`src/rtl/wb_result_unit_if.sv`:
```
// rtl/wb_result_unit_if.sv - MEM-to-WB bundle for the writeback result unit
// master: MEM-stage side (drives *_M, stall, flush; observes WB results)
// slave : wb_result_unit (consumes *_M, stall, flush; drives WB results)
interface wb_result_unit_if #(
    parameter int XLEN  = 32,
    parameter int SEL_W = 2,
    parameter int CNT_W = 32
);
    logic             valid_M;
    logic             stall;
    logic             flush;
    logic [SEL_W-1:0] WBSel_M;
    logic             RegWEn_M;
    logic [4:0]       rd_M;
    logic [2:0]       funct3_M;
    logic [1:0]       addr_lo_M;
    logic [XLEN-1:0]  Alu_out_M;
    logic [XLEN-1:0]  PCPlus4_M;
    logic [XLEN-1:0]  Aux_M;
    logic [XLEN-1:0]  Data_Load_M;

    logic             valid_WB;
    logic             RegWEn_WB;
    logic [4:0]       rd_WB;
    logic [XLEN-1:0]  dataW;
    logic             misalign_WB;
    logic [CNT_W-1:0] retire_cnt;

    modport master (
        output valid_M, stall, flush, WBSel_M, RegWEn_M, rd_M, funct3_M,
               addr_lo_M, Alu_out_M, PCPlus4_M, Aux_M, Data_Load_M,
        input  valid_WB, RegWEn_WB, rd_WB, dataW, misalign_WB, retire_cnt
    );

    modport slave (
        input  valid_M, stall, flush, WBSel_M, RegWEn_M, rd_M, funct3_M,
               addr_lo_M, Alu_out_M, PCPlus4_M, Aux_M, Data_Load_M,
        output valid_WB, RegWEn_WB, rd_WB, dataW, misalign_WB, retire_cnt
    );
endinterface

```
`src/rtl/wb_result_unit.sv`:
```
// rtl/wb_result_unit.sv - MEM/WB register, load extraction, result select and retire counter
// Ports:
//   clk   - rising-edge clock
//   rst_n - asynchronous active-low reset
//   bus   - wb_result_unit_if.slave: MEM-stage inputs (valid_M, stall, flush,
//           WBSel_M, RegWEn_M, rd_M, funct3_M, addr_lo_M, Alu_out_M, PCPlus4_M,
//           Aux_M, Data_Load_M) and WB outputs (valid_WB, RegWEn_WB, rd_WB,
//           dataW, misalign_WB, retire_cnt). All outputs come from the WB
//           register only.
module wb_result_unit #(
    parameter int XLEN  = 32,
    parameter int NSRC  = 4,
    parameter int SEL_W = 2,
    parameter int CNT_W = 32
) (
    input  logic              clk,
    input  logic              rst_n,
    wb_result_unit_if.slave   bus
);

    logic             v_q;
    logic [SEL_W-1:0] sel_q;
    logic             we_q;
    logic [4:0]       rd_q;
    logic [2:0]       f3_q;
    logic [1:0]       alo_q;
    logic [XLEN-1:0]  alu_q;
    logic [XLEN-1:0]  pc4_q;
    logic [XLEN-1:0]  aux_q;
    logic [XLEN-1:0]  ld_q;
    logic [CNT_W-1:0] cnt_q;

    logic             misalign;
    logic             retire;
    logic [7:0]       byte_v;
    logic [15:0]      half_v;
    logic [XLEN-1:0]  load_res;
    logic [XLEN-1:0]  data_w;

    // The WB instruction leaves the stage on any edge that is not a pure
    // stall; a flush overrides stall, so the departing instruction counts.
    assign retire = v_q & ~misalign & (~bus.stall | bus.flush);

    always_ff @(posedge clk or negedge rst_n) begin
        if (!rst_n) begin
            v_q   <= 1'b0;
            sel_q <= '0;
            we_q  <= 1'b0;
            rd_q  <= '0;
            f3_q  <= '0;
            alo_q <= '0;
            alu_q <= '0;
            pc4_q <= '0;
            aux_q <= '0;
            ld_q  <= '0;
            cnt_q <= '0;
        end else begin
            if (bus.flush) begin
                v_q   <= 1'b0;
                sel_q <= '0;
                we_q  <= 1'b0;
                rd_q  <= '0;
                f3_q  <= '0;
                alo_q <= '0;
                alu_q <= '0;
                pc4_q <= '0;
                aux_q <= '0;
                ld_q  <= '0;
            end else if (!bus.stall) begin
                v_q   <= bus.valid_M;
                sel_q <= bus.WBSel_M;
                we_q  <= bus.RegWEn_M;
                rd_q  <= bus.rd_M;
                f3_q  <= bus.funct3_M;
                alo_q <= bus.addr_lo_M;
                alu_q <= bus.Alu_out_M;
                pc4_q <= bus.PCPlus4_M;
                aux_q <= bus.Aux_M;
                ld_q  <= bus.Data_Load_M;
            end
            if (retire) begin
                cnt_q <= cnt_q + CNT_W'(1);
            end
        end
    end

    // Little-endian lane selection; halfwords use addr_lo[1] only, so an
    // odd halfword address still yields a lane but is flagged misaligned.
    always_comb begin
        byte_v   = ld_q[{alo_q, 3'b000} +: 8];
        half_v   = ld_q[{alo_q[1], 4'b0000} +: 16];
        load_res = '0;
        case (f3_q)
            3'b000:  load_res = {{(XLEN-8){byte_v[7]}}, byte_v};
            3'b001:  load_res = {{(XLEN-16){half_v[15]}}, half_v};
            3'b010:  load_res = ld_q;
            3'b100:  load_res = {{(XLEN-8){1'b0}}, byte_v};
            3'b101:  load_res = {{(XLEN-16){1'b0}}, half_v};
            default: load_res = '0;
        endcase
    end

    assign misalign = v_q & (sel_q == '0) &
                      (((f3_q[1:0] == 2'b01) & alo_q[0]) |
                       ((f3_q == 3'b010) & (alo_q != 2'b00)));

    // Sources beyond NSRC read as zero so a narrower build never leaks
    // a stale aux/PC value.
    always_comb begin
        data_w = '0;
        case (sel_q)
            SEL_W'(0): data_w = load_res;
            SEL_W'(1): data_w = alu_q;
            SEL_W'(2): data_w = (NSRC > 2) ? pc4_q : '0;
            SEL_W'(3): data_w = (NSRC > 3) ? aux_q : '0;
            default:   data_w = '0;
        endcase
    end

    assign bus.valid_WB    = v_q;
    assign bus.RegWEn_WB   = v_q & we_q & (rd_q != 5'd0) & ~misalign;
    assign bus.rd_WB       = rd_q;
    assign bus.dataW       = data_w;
    assign bus.misalign_WB = misalign;
    assign bus.retire_cnt  = cnt_q;

endmodule

```
`src/flat_wrapper.sv`:
```
// flat-port wrapper written by rule: the top's interface ports become plain ports
module wb_result_unit_flat 
#(
    parameter int XLEN  = 32,
    parameter int NSRC  = 4,
    parameter int SEL_W = 2,
    parameter int CNT_W = 32
)
  (clk, rst_n, bus_valid_M, bus_stall, bus_flush, bus_WBSel_M, bus_RegWEn_M, bus_rd_M, bus_funct3_M, bus_addr_lo_M, bus_Alu_out_M, bus_PCPlus4_M, bus_Aux_M, bus_Data_Load_M, bus_valid_WB, bus_RegWEn_WB, bus_rd_WB, bus_dataW, bus_misalign_WB, bus_retire_cnt);
  wb_result_unit_if #(.XLEN(XLEN), .SEL_W(SEL_W), .CNT_W(CNT_W)) bus_i ();
  input  logic clk;
  input  logic rst_n;
  input wire logic [$bits(bus_i.valid_M)-1:0] bus_valid_M;
  input wire logic [$bits(bus_i.stall)-1:0] bus_stall;
  input wire logic [$bits(bus_i.flush)-1:0] bus_flush;
  input wire logic [$bits(bus_i.WBSel_M)-1:0] bus_WBSel_M;
  input wire logic [$bits(bus_i.RegWEn_M)-1:0] bus_RegWEn_M;
  input wire logic [$bits(bus_i.rd_M)-1:0] bus_rd_M;
  input wire logic [$bits(bus_i.funct3_M)-1:0] bus_funct3_M;
  input wire logic [$bits(bus_i.addr_lo_M)-1:0] bus_addr_lo_M;
  input wire logic [$bits(bus_i.Alu_out_M)-1:0] bus_Alu_out_M;
  input wire logic [$bits(bus_i.PCPlus4_M)-1:0] bus_PCPlus4_M;
  input wire logic [$bits(bus_i.Aux_M)-1:0] bus_Aux_M;
  input wire logic [$bits(bus_i.Data_Load_M)-1:0] bus_Data_Load_M;
  output wire logic [$bits(bus_i.valid_WB)-1:0] bus_valid_WB;
  output wire logic [$bits(bus_i.RegWEn_WB)-1:0] bus_RegWEn_WB;
  output wire logic [$bits(bus_i.rd_WB)-1:0] bus_rd_WB;
  output wire logic [$bits(bus_i.dataW)-1:0] bus_dataW;
  output wire logic [$bits(bus_i.misalign_WB)-1:0] bus_misalign_WB;
  output wire logic [$bits(bus_i.retire_cnt)-1:0] bus_retire_cnt;
  assign bus_i.valid_M = bus_valid_M;
  assign bus_i.stall = bus_stall;
  assign bus_i.flush = bus_flush;
  assign bus_i.WBSel_M = bus_WBSel_M;
  assign bus_i.RegWEn_M = bus_RegWEn_M;
  assign bus_i.rd_M = bus_rd_M;
  assign bus_i.funct3_M = bus_funct3_M;
  assign bus_i.addr_lo_M = bus_addr_lo_M;
  assign bus_i.Alu_out_M = bus_Alu_out_M;
  assign bus_i.PCPlus4_M = bus_PCPlus4_M;
  assign bus_i.Aux_M = bus_Aux_M;
  assign bus_i.Data_Load_M = bus_Data_Load_M;
  assign bus_valid_WB = bus_i.valid_WB;
  assign bus_RegWEn_WB = bus_i.RegWEn_WB;
  assign bus_rd_WB = bus_i.rd_WB;
  assign bus_dataW = bus_i.dataW;
  assign bus_misalign_WB = bus_i.misalign_WB;
  assign bus_retire_cnt = bus_i.retire_cnt;
  wb_result_unit #(.XLEN(XLEN), .NSRC(NSRC), .SEL_W(SEL_W), .CNT_W(CNT_W)) u_core (.clk(clk), .rst_n(rst_n), .bus(bus_i));
endmodule
```
`config.mk`:
```
export PLATFORM = sky130hd
export DESIGN_NAME = wb_result_unit_flat
export DESIGN_NICKNAME = d
export VERILOG_FILES = /design/src/rtl/wb_result_unit_if.sv /design/src/rtl/wb_result_unit.sv /design/src/flat_wrapper.sv
export SDC_FILE = /design/constraint.sdc
export NUM_CORES = 1
export LEC_CHECK = 0
export CAP_MARGIN = 20
export CORE_MARGIN = 2
export CORE_UTILIZATION = 25
export CTS_CLUSTER_SIZE = 12
export DETAILED_ROUTE_END_ITERATION = 7
export SLEW_MARGIN = 20
export SYNTH_ARGS = -nofsm -noshare
export SYNTH_HDL_FRONTEND = slang
export SYNTH_SLANG_ARGS = --single-unit
```
`constraint.sdc`:
```
create_clock -name clk -period 2.8 [get_ports clk]
set_input_delay 0.84 -clock clk [delete_from_list [all_inputs] [get_ports clk]]
set_output_delay 0.84 -clock clk [all_outputs]
set_load 0.02 [all_outputs]
```
==> run summary <==
max-slew violation count = 0
Max Clk Rate = 325 MHz
Crit path depth = 7
Mapped Nets = 914
GR Overflow Total = 0
fillers = 3,274
commonest non-fill, non-tap cell in the layout = clkdlybuf4s50_1
first-pass GRT wire length = 43,400 µm
I/O Pins = 218
storage element area = 0.00436 mm²
DRC = 0
die height = 188 µm
Die ar. = 0.0353 mm²
RSZ-0062 raised after global routing = true
Synth Warn # = 0
most frequent CP cell = buf_4
CP Capture Type = output port
Hold Vio Cnt, Final = 0
Non-Filler Instances = 1,505
total track usage = 16.1%
drt pass-1 iters = 6
count of input and output buffers = 217
LEAKAGE = 5.76 nW
worst skew pair latency = 440 ps
Worst setup SP type = register
via-per-instance ratio = 4.63
period utilization = 110%
fraction of layout cells with a size suffix above 1 = 24.3%
FF-to-FF path depth = 10
peak supply drop = 0.000311 V
CTS tree = built
final wirelength = 28,100 µm
clk root buf = clkbuf_16
Starting Density = 25.3%
CP arrival = 2240 ps
Max clock buf depth = 2
commonest non-fill, non-tap cells in the layout = clkdlybuf4s50_1 (180), dfrtp_1 (172), nor2_1 (148), mux2i_1 (144), buf_4 (89)
outcome = finished, violations left
die span in x = 188 µm
setup violators final = 32
Syn Std Cell Area = 0.00845 mm²
sequential area share after synthesis = 51.5%
Core Region = 0.0334 mm²
post-placement cell count = 1,459
total number of vias = 6,967
Num CTS Buffers = 17
Buf/Inv on CP = 3
GP Congestion = 0.836
Max-slew headroom = 30.1%
Avg WL per Cell = 18.7 µm
Largest stage delay, worst path = 470 ps
Synth-to-Final Area Change = 48.4%
Clock Pin Slew Worst Setup and Hold Paths = 70 ps
pwr dens = 517 mW/mm²
Clock H-tree levels = 4
largest net degree at the start of global routing = 143
Slew @ Worst Pin = 1050 ps
critical path fanouts, max = 6
synthesized flop and latch total = 174
critical path, cell by cell = mux2_4, buf_4, a22oi_2, buf_4, a21oi_2, a221o_1, buf_6
max cap viols = 0
Worst Path Required = 1960 ps
initial antenna violation count = 4
Post-Syn Instances = 767
Period minus WS final = 3080 ps
synth unique cells = 37
TNS Setup = -5790 ps
nets@finish = 1,188
Post-DRT Antenna Nets = 0
min setup slack post-route = -276 ps
DR iter-0 viols = 384
Crit Path Class = reg2out
TritonCTS Sinks = 174
Site Rows = 67
hold_buf cts = 0
Hold Crit Class = in2async
CP max stage cell = dfrtp_2
vias in the first global route = 7,174
Post-Syn Area per Cell = 11.0 µm²
clock skew = 21.0 ps
failing checks = setup timing
dpl hpwl = 20,400 µm
Top delay family on crit path = compound AO/OA/AOI/OAI gates
Multi-input gate area = 0.00407 mm²
-- stage by stage --
step	utilization, %	area (µm²)	setup slack, ps	power (mW)	hold slack [ps]
final	37.5	12500	-276	6.49	351
after global routing	37.5	12500	-353	6.80	376
after CTS	37.3	12500	-300	6.57	361
after detailed placement	34.9	11700	-412	4.15	477
after global placement	34.9	11700	-380	4.13	468
after floorplan	-	8450	91.5	3.41	484
-- synthesized netlist by cell type (all sizes together) --
library cell / instances / area [µm²]
inv: 1 / 3.75
nor4: 2 / 42.5
nor2: 149 / 562
or2: 2 / 12.5
and3: 7 / 43.8
a221o: 8 / 80.1
o21ai: 25 / 125
dfrtp: 174 / 4350
mux2i: 144 / 1440
or3: 1 / 6.26
clkbuf: 31 / 116
nor3b: 2 / 20.0
and4: 3 / 26.3
a21oi: 25 / 125
and3b: 1 / 8.76
ha: 1 / 12.5
xor2: 2 / 17.5
mux2: 42 / 473
xnor2: 29 / 254
a222oi: 7 / 70.1
or4: 1 / 7.51
o311a: 1 / 10.0
buf: 26 / 114
and2: 3 / 18.8
nor2b: 4 / 25.0
nand2b: 2 / 12.5
a22oi: 32 / 240
nand2: 9 / 33.8
or4b: 1 / 13.8
nand3: 14 / 70.1
o2111a: 1 / 12.5
nand4: 12 / 75.1
nor3: 5 / 25.0
-- final timing paths --
kind,startpoint,endpoint,slack (ps)
hold / removal,rst_n,u_core.aux_q[22],350
min in group clk,u_core.bus.retire_cnt[31],u_core.bus.retire_cnt[31],480
setup reg to reg,u_core.f3_q[0],u_core.bus.retire_cnt[21],490
max in group asynchronous,rst_n,u_core.bus.retire_cnt[14],1720
hold reg to reg,u_core.bus.retire_cnt[31],u_core.bus.retire_cnt[31],480
setup / recovery,u_core.alo_q[1],bus_dataW[15],-280
-- sequential cells by signal (all words and copies together), names as in the netlist --
name,count
u_core.we_q,1
u_core.bus.retire_cnt,32
u_core.alo_q,2
u_core.pc4_q,32
u_core.ld_q,32
u_core.f3_q,3
u_core.bus.valid_WB,1
u_core.sel_q,2
u_core.bus.rd_WB,5
u_core.aux_q,32
u_core.alu_q,32
-- cell type report --
cell class / instances / share of cell area (%)
diodes: 3 / 0.0598
well taps: 448 / 4.47
flip-flops and latches: 174 / 34.7
multi-input cells: 535 / 32.4
clock inverters: 15 / 1.21
repair buffers: 312 / 23.7
clock buffers: 17 / 3.39
inverters: 1 / 0.0299
-- logic make-up (layout without fill, tap and decap cells) --
family,count (synthesis),after routing,share of synthesized area [%]
AOI/OAI and AO/OA,99,99,7.84
xor gates and xnor gates,31,31,3.21
adders and majority gates,1,1,0.148
buffers and inverters,58,345,2.77
DFF,174,174,51.5
muxes,186,186,22.6
other,0,3,0
and+or+nand+nor,218,218,11.9
-- where the power goes --
| group | total [mW] | internal [mW] | leakage, nW | switching [mW] |
|---|---|---|---|---|
| combinational | 1.36 | 0.694 | 3.16 | 0.670 |
| sequential | 2.78 | 2.66 | 2.32 | 0.123 |
| clock | 2.35 | 1.19 | 0.282 | 1.16 |
| total | 6.49 | 4.54 | 5.76 | 1.95 |
-- metal layers --
metal	up-vias	global-route usage, %	wire length, µm
met5	-	0	13
met1	3458	22.3	13200
li1	3277	-	-
met4	2	7.27	953
met2	189	24.0	12700
met3	41	3.57	1210
-- repair_timing --
item,4_1_cts,5_1_grt
endpoints found under the setup margin,34,34
setup buffers,7,3
resized for setup,227,16
pin swaps,14,5
cloned,2,0
(Power assumes the default switching activity.)
